--- src/rtl/echo_mem_sched.sv ---
// echo_mem_sched: per-frame L/R read-modify-write sequencer for the shared echo delay RAM.
// Ports: CLOCK_50/reset_n system clock and async active-low reset; ADCLRCK codec frame clock (sampled as data);
// leftSampleIn/rightSampleIn/delay_time/disabled frame inputs; ram_addr/ram_wdata/ram_we/ram_q RAM port;
// leftSampleOut/rightSampleOut echoed samples; frame_done output-update pulse; busy sequence active; overrun sticky missed edge.
module echo_mem_sched #(
  parameter int ADDR_W   = 15,
  parameter int RD_LAT   = 1,
  parameter int FB_SHIFT = 1
) (
  input  logic                     CLOCK_50,
  input  logic                     reset_n,
  input  logic                     ADCLRCK,
  input  logic signed [15:0]       leftSampleIn,
  input  logic signed [15:0]       rightSampleIn,
  input  logic        [ADDR_W-1:0] delay_time,
  input  logic                     disabled,
  output logic        [ADDR_W:0]   ram_addr,
  output logic signed [15:0]       ram_wdata,
  output logic                     ram_we,
  input  logic signed [15:0]       ram_q,
  output logic signed [15:0]       leftSampleOut,
  output logic signed [15:0]       rightSampleOut,
  output logic                     frame_done,
  output logic                     busy,
  output logic                     overrun
);
  typedef enum logic [2:0] {IDLE, RD_L, WR_L, RD_R, WR_R, DONE} state_t;
  state_t state, state_nx;
  logic [2:0] sync;
  logic start;
  logic [1:0] cnt;
  logic rd_last;
  logic [ADDR_W-1:0] ptr, dly;
  logic signed [15:0] in_l, in_r, tap_l, tap_r, mix_l, mix_r;
  logic dis;
  function automatic logic signed [15:0] sat16(input logic signed [15:0] a, input logic signed [15:0] b);
    logic [16:0] s;
    s = {a[15], a} + {b[15], b};
    // Overflow of the 17-bit sum shows up as disagreeing top two bits.
    return (s[16] ^ s[15]) ? (s[16] ? 16'sh8000 : 16'sh7fff) : $signed(s[15:0]);
  endfunction
  // sync[1:0] is the two-flop synchroniser, sync[2] holds the previous synchronised level.
  assign start   = sync[1] & ~sync[2];
  assign rd_last = cnt == 2'(RD_LAT);
  assign mix_l   = dis ? in_l : sat16(in_l, tap_l >>> FB_SHIFT);
  assign mix_r   = dis ? in_r : sat16(in_r, tap_r >>> FB_SHIFT);
  assign busy       = state != IDLE;
  assign frame_done = state == DONE;
  always_comb begin
    state_nx  = state;
    ram_addr  = '0;
    ram_we    = 1'b0;
    ram_wdata = '0;
    case (state)
      IDLE: state_nx = start ? RD_L : IDLE;
      RD_L: begin
        ram_addr = {1'b0, ptr};
        state_nx = rd_last ? WR_L : RD_L;
      end
      WR_L: begin
        ram_addr  = {1'b0, ptr};
        ram_we    = 1'b1;
        ram_wdata = mix_l;
        state_nx  = RD_R;
      end
      RD_R: begin
        ram_addr = {1'b1, ptr};
        state_nx = rd_last ? WR_R : RD_R;
      end
      WR_R: begin
        ram_addr  = {1'b1, ptr};
        ram_we    = 1'b1;
        ram_wdata = mix_r;
        state_nx  = DONE;
      end
      DONE: state_nx = IDLE;
      default: state_nx = IDLE;
    endcase
  end
  always_ff @(posedge CLOCK_50 or negedge reset_n) begin
    if (!reset_n) begin
      state          <= IDLE;
      sync           <= '0;
      cnt            <= '0;
      ptr            <= '0;
      dly            <= '0;
      dis            <= 1'b0;
      in_l           <= '0;
      in_r           <= '0;
      tap_l          <= '0;
      tap_r          <= '0;
      leftSampleOut  <= '0;
      rightSampleOut <= '0;
      overrun        <= 1'b0;
    end else begin
      state <= state_nx;
      sync  <= {sync[1:0], ADCLRCK};
      cnt   <= ((state == RD_L || state == RD_R) && !rd_last) ? cnt + 2'd1 : 2'd0;
      if (start && state != IDLE) overrun <= 1'b1;
      if (state == IDLE && start) begin
        in_l <= leftSampleIn;
        in_r <= rightSampleIn;
        dly  <= delay_time;
        dis  <= disabled;
        // A shrunk ring must not leave the pointer stranded beyond its new end.
        if (ptr > delay_time) ptr <= '0;
      end
      if (state == RD_L && rd_last) tap_l <= ram_q;
      if (state == RD_R && rd_last) tap_r <= ram_q;
      // Outputs load as DONE is entered so they are valid while frame_done is high.
      if (state == WR_R) begin
        leftSampleOut  <= mix_l;
        rightSampleOut <= mix_r;
      end
      if (state == DONE) ptr <= (ptr == dly) ? '0 : ptr + 1'b1;
    end
  end
endmodule

--- config.mk ---
export PLATFORM = sky130hd
export DESIGN_NAME = echo_mem_sched
export DESIGN_NICKNAME = d
export VERILOG_FILES = /design/src/rtl/echo_mem_sched.sv
export SDC_FILE = /design/constraint.sdc
export NUM_CORES = 1
export LEC_CHECK = 0
export CAP_MARGIN = 20
export CORE_ASPECT_RATIO = 1.25
export CORE_MARGIN = 2
export CORE_UTILIZATION = 51
export CTS_CLUSTER_SIZE = 24
export DETAILED_ROUTE_END_ITERATION = 7
export DONT_BUFFER_PORTS = 1
export PLACE_DENSITY = 0.77
export SETUP_SLACK_MARGIN = 0.15
export SLEW_MARGIN = 20
export SYNTH_ARGS = -nofsm -noshare
export SYNTH_HDL_FRONTEND = slang
export SYNTH_SLANG_ARGS = --single-unit
--- constraint.sdc ---
create_clock -name CLOCK_50 -period 5 [get_ports CLOCK_50]
set_clock_uncertainty 0.05 [all_clocks]
set_input_delay 1 -clock CLOCK_50 [delete_from_list [all_inputs] [get_ports CLOCK_50]]
set_output_delay 1 -clock CLOCK_50 [all_outputs]
set_load 0.1 [all_outputs]
==> flow_metrics.env <==
export IMPL_outcome="complete, no violations"
export IMPL_ant_nets=0
export IMPL_grt_usage_pct=25.41
export IMPL_synth_area_sq_um=8125
export IMPL_grt_pass1_wl_um=33140
export IMPL_synth_nets=955
export IMPL_clock_path_buffers=2
export IMPL_ios=135
export IMPL_critical_path_top_delay_family="compound AO/OA/AOI/OAI gates"
export IMPL_fin_crit_sh_pct=94.37
export IMPL_routabilityCongestion=0.8857
export IMPL_slowest_stage="a2111o_1"
export IMPL_cts_tree="done"
export IMPL_async_flop_share_pct=100.0
export IMPL_drive_above_1_share_pct=20.00
export IMPL_dp_slack_ns=0.4122
export IMPL_die_w_um=116.9
export IMPL_dp_cells=1027
export IMPL_finalSetupViolations=0
export IMPL_r2r_slack_ns=1.80
export IMPL_finalWirelength_um=21320
export IMPL_worst_slew_pin_slew_ns=1.054
export IMPL_netlist_cell_type_count=67
export IMPL_crit_required_ns=3.95
export IMPL_cp_end_kind="output pin"
export IMPL_grt_pass1_vias=6258
export IMPL_vias_per_cell=5.979
export IMPL_dp_hpwl_um=15340
export IMPL_cp_max_fo=10
export IMPL_startpoint_type="register"
export IMPL_critPathBufInv=1
export IMPL_vias=6416
export IMPL_cpMostUsedCell="a21oi_2"
export IMPL_yosys_area_top_type_share_pct=41.27
export IMPL_synth_top_cell_by_area="dfrtp_1"
export IMPL_area_growth_pct=13.06
export IMPL_cts_max_level=4
export IMPL_dieArea_sq_um=16960
export IMPL_finalSetupTns_ns=0
export IMPL_min_period_ns=4.719
export IMPL_layout_cells_non_filler=1073
export IMPL_cap_violations=0
export IMPL_syn_inst=837
export IMPL_synthTopCellsByArea="dfrtp_1, mux2_2, ha_1"
export IMPL_cts_root_buf="clkbuf_16"
export IMPL_layout_common_cells="dfrtp_1, nand2_1, o21ai_0, mux2_2, ha_1"
export IMPL_final_common_cell="dfrtp_1"
export IMPL_drtPass1Iterations=7
export IMPL_timing_final_hold_violations=0
export IMPL_die_h_um=145.1
export IMPL_crit_arrival_ns=3.67
export IMPL_clkTransAtPathRegs_ns=0.06
export IMPL_cpPeakStageDelay_ns=0.51
export IMPL_io_buffer_count=0
export IMPL_cts_buffers=17
export IMPL_grt_antenna_before_repair=3
export IMPL_avgSynthCellArea_sq_um=9.708
export IMPL_timing_fmax_mhz=211.9
export IMPL_ys_flop_type="dfrtp_1"
export IMPL_seq_area_frac_synth_pct=41.27
export IMPL_clock_latency_ns=0.42
export IMPL_cts_sinks=134
export IMPL_path_cells="ha_2 > fa_2 > a21oi_2 > o22ai_1 > a2111o_1 > a2111oi_4 > a211oi_4 > a21oi_4 > a21oi_2 > a221o_1 > buf_4"
export IMPL_worst_slack_ns=0.2813
export IMPL_overflow=0
export IMPL_synth_edff_count=0
export IMPL_rows=51
export IMPL_rsz0062_at_grt="yes"
export IMPL_fin_nets=961
export IMPL_drv_slew=0
export IMPL_worstReg2RegStart="in_l[0]"
export IMPL_grt_max_degree=135
export IMPL_startpoint="in_r[0]"
export IMPL_ys_warnings_count=0
export IMPL_ys_ff_latch=134
export IMPL_worstHoldPathType="in2async"
export IMPL_first_iter_violations=465
export IMPL_core_sq_um=15570
export IMPL_critPathKind="reg2out"
export IMPL_routedWlPerCell_um=19.87
export IMPL_drc=0
export IMPL_cts_hold_buffers_added=0
export IMPL_holdWs_ns=0.2197
export IMPL_slew_headroom_pct=29.71
export IMPL_initial_utilization_pct=52.19
-- repair_timing --
action,4_1_cts,5_1_grt
resized for setup,5,11
setup endpoints to repair,10,16
endpoints found under the hold margin,0,0
setup buffers,6,2
gates cloned,1,0
pin swaps,5,5
-- final timing paths --
path / cells past startpoint / end
max: 11 / ram_wdata[13]
min: 0 / rightSampleOut[3]
max reg2reg: 12 / leftSampleOut[2]
min reg2reg: 0 / sync[1]
max in group asynchronous: 0 / tap_l[7]
min in group CLOCK_50: 0 / sync[1]
-- cell families (layout without fill, tap and decap cells) --
group	after synthesis	in the layout	share of synthesized area (%)
adders and majority gates	58	58	8.931
AOI/OAI and AO/OA	251	252	19.73
buffers and inverters	71	88	3.773
DFF	134	134	41.27
and+or+nand+nor	213	213	12.29
xor gates and xnor gates	42	42	4.620
muxes	68	68	9.393
other	0	6	0
-- area by class of cell --
| type | count | area, sq um |
|---|---|---|
| Clock buffer | 22 | 464.2 |
| Timing Repair Buffer | 28 | 261.5 |
| Inverter | 29 | 108.9 |
| Fill cell | 1347 | 6384 |
| Tap cell | 212 | 265.3 |
| Clock inverter | 9 | 78.83 |
| Multi-Input combinational cell | 633 | 4639 |
| Sequential cell | 134 | 3353 |
| Antenna cell | 6 | 15.01 |
-- stage by stage --
stage	area, sq um	utilization, %
5_1_grt	9181	58.97
3_5_place_dp	8424	54.11
3_3_place_gp	8394	53.91
6_report	9186	59.00
4_1_cts	9086	58.36
2_1_floorplan	8125	-
-- metal layers --
layer | global-route usage [%] | share of wire, %
met5 | 0 | 0
met3 | 8.897 | 8.5
met2 | 41.45 | 50
met1 | 29.12 | 37
met4 | 12.65 | 4.6
-- cells in the mapped netlist (all sizes together) (2+ instances only) --
library cell  count
o31ai             6
ha               49
a21o             29
o211ai            8
mux2i             2
a211oi            7
inv              29
maj3              7
nand4            12
and4              2
o21ai           103
fa                2
and3             12
a211o             2
a311oi            2
a31o              3
or3               3
dfrtp           134
clkbuf           26
nor4              4
nor3              4
o21bai            4
nor2b             4
nor2             46
a21oi            50
a2111o            2
xor2             13
a2111oi           2
a31oi            10
a221o             2
buf              16
nand2            88
mux2             66
a22oi             2
o21a              8
nand3            10
o221ai            5
and2             19
nand2b            5
xnor2            29
-- state kept, by name, summed over array words and instances (netlist names) --
signal          cells
sync                3
cnt                 2
ptr                15
in_l               16
dly                15
tap_l              15
in_r               16
overrun             1
leftSampleOut      16
tap_r              15
dis                 1
state               3
rightSampleOut     16
Power is not shown: default switching activity piles up to over one toggle a cycle in this logic, so the estimate is an artifact.
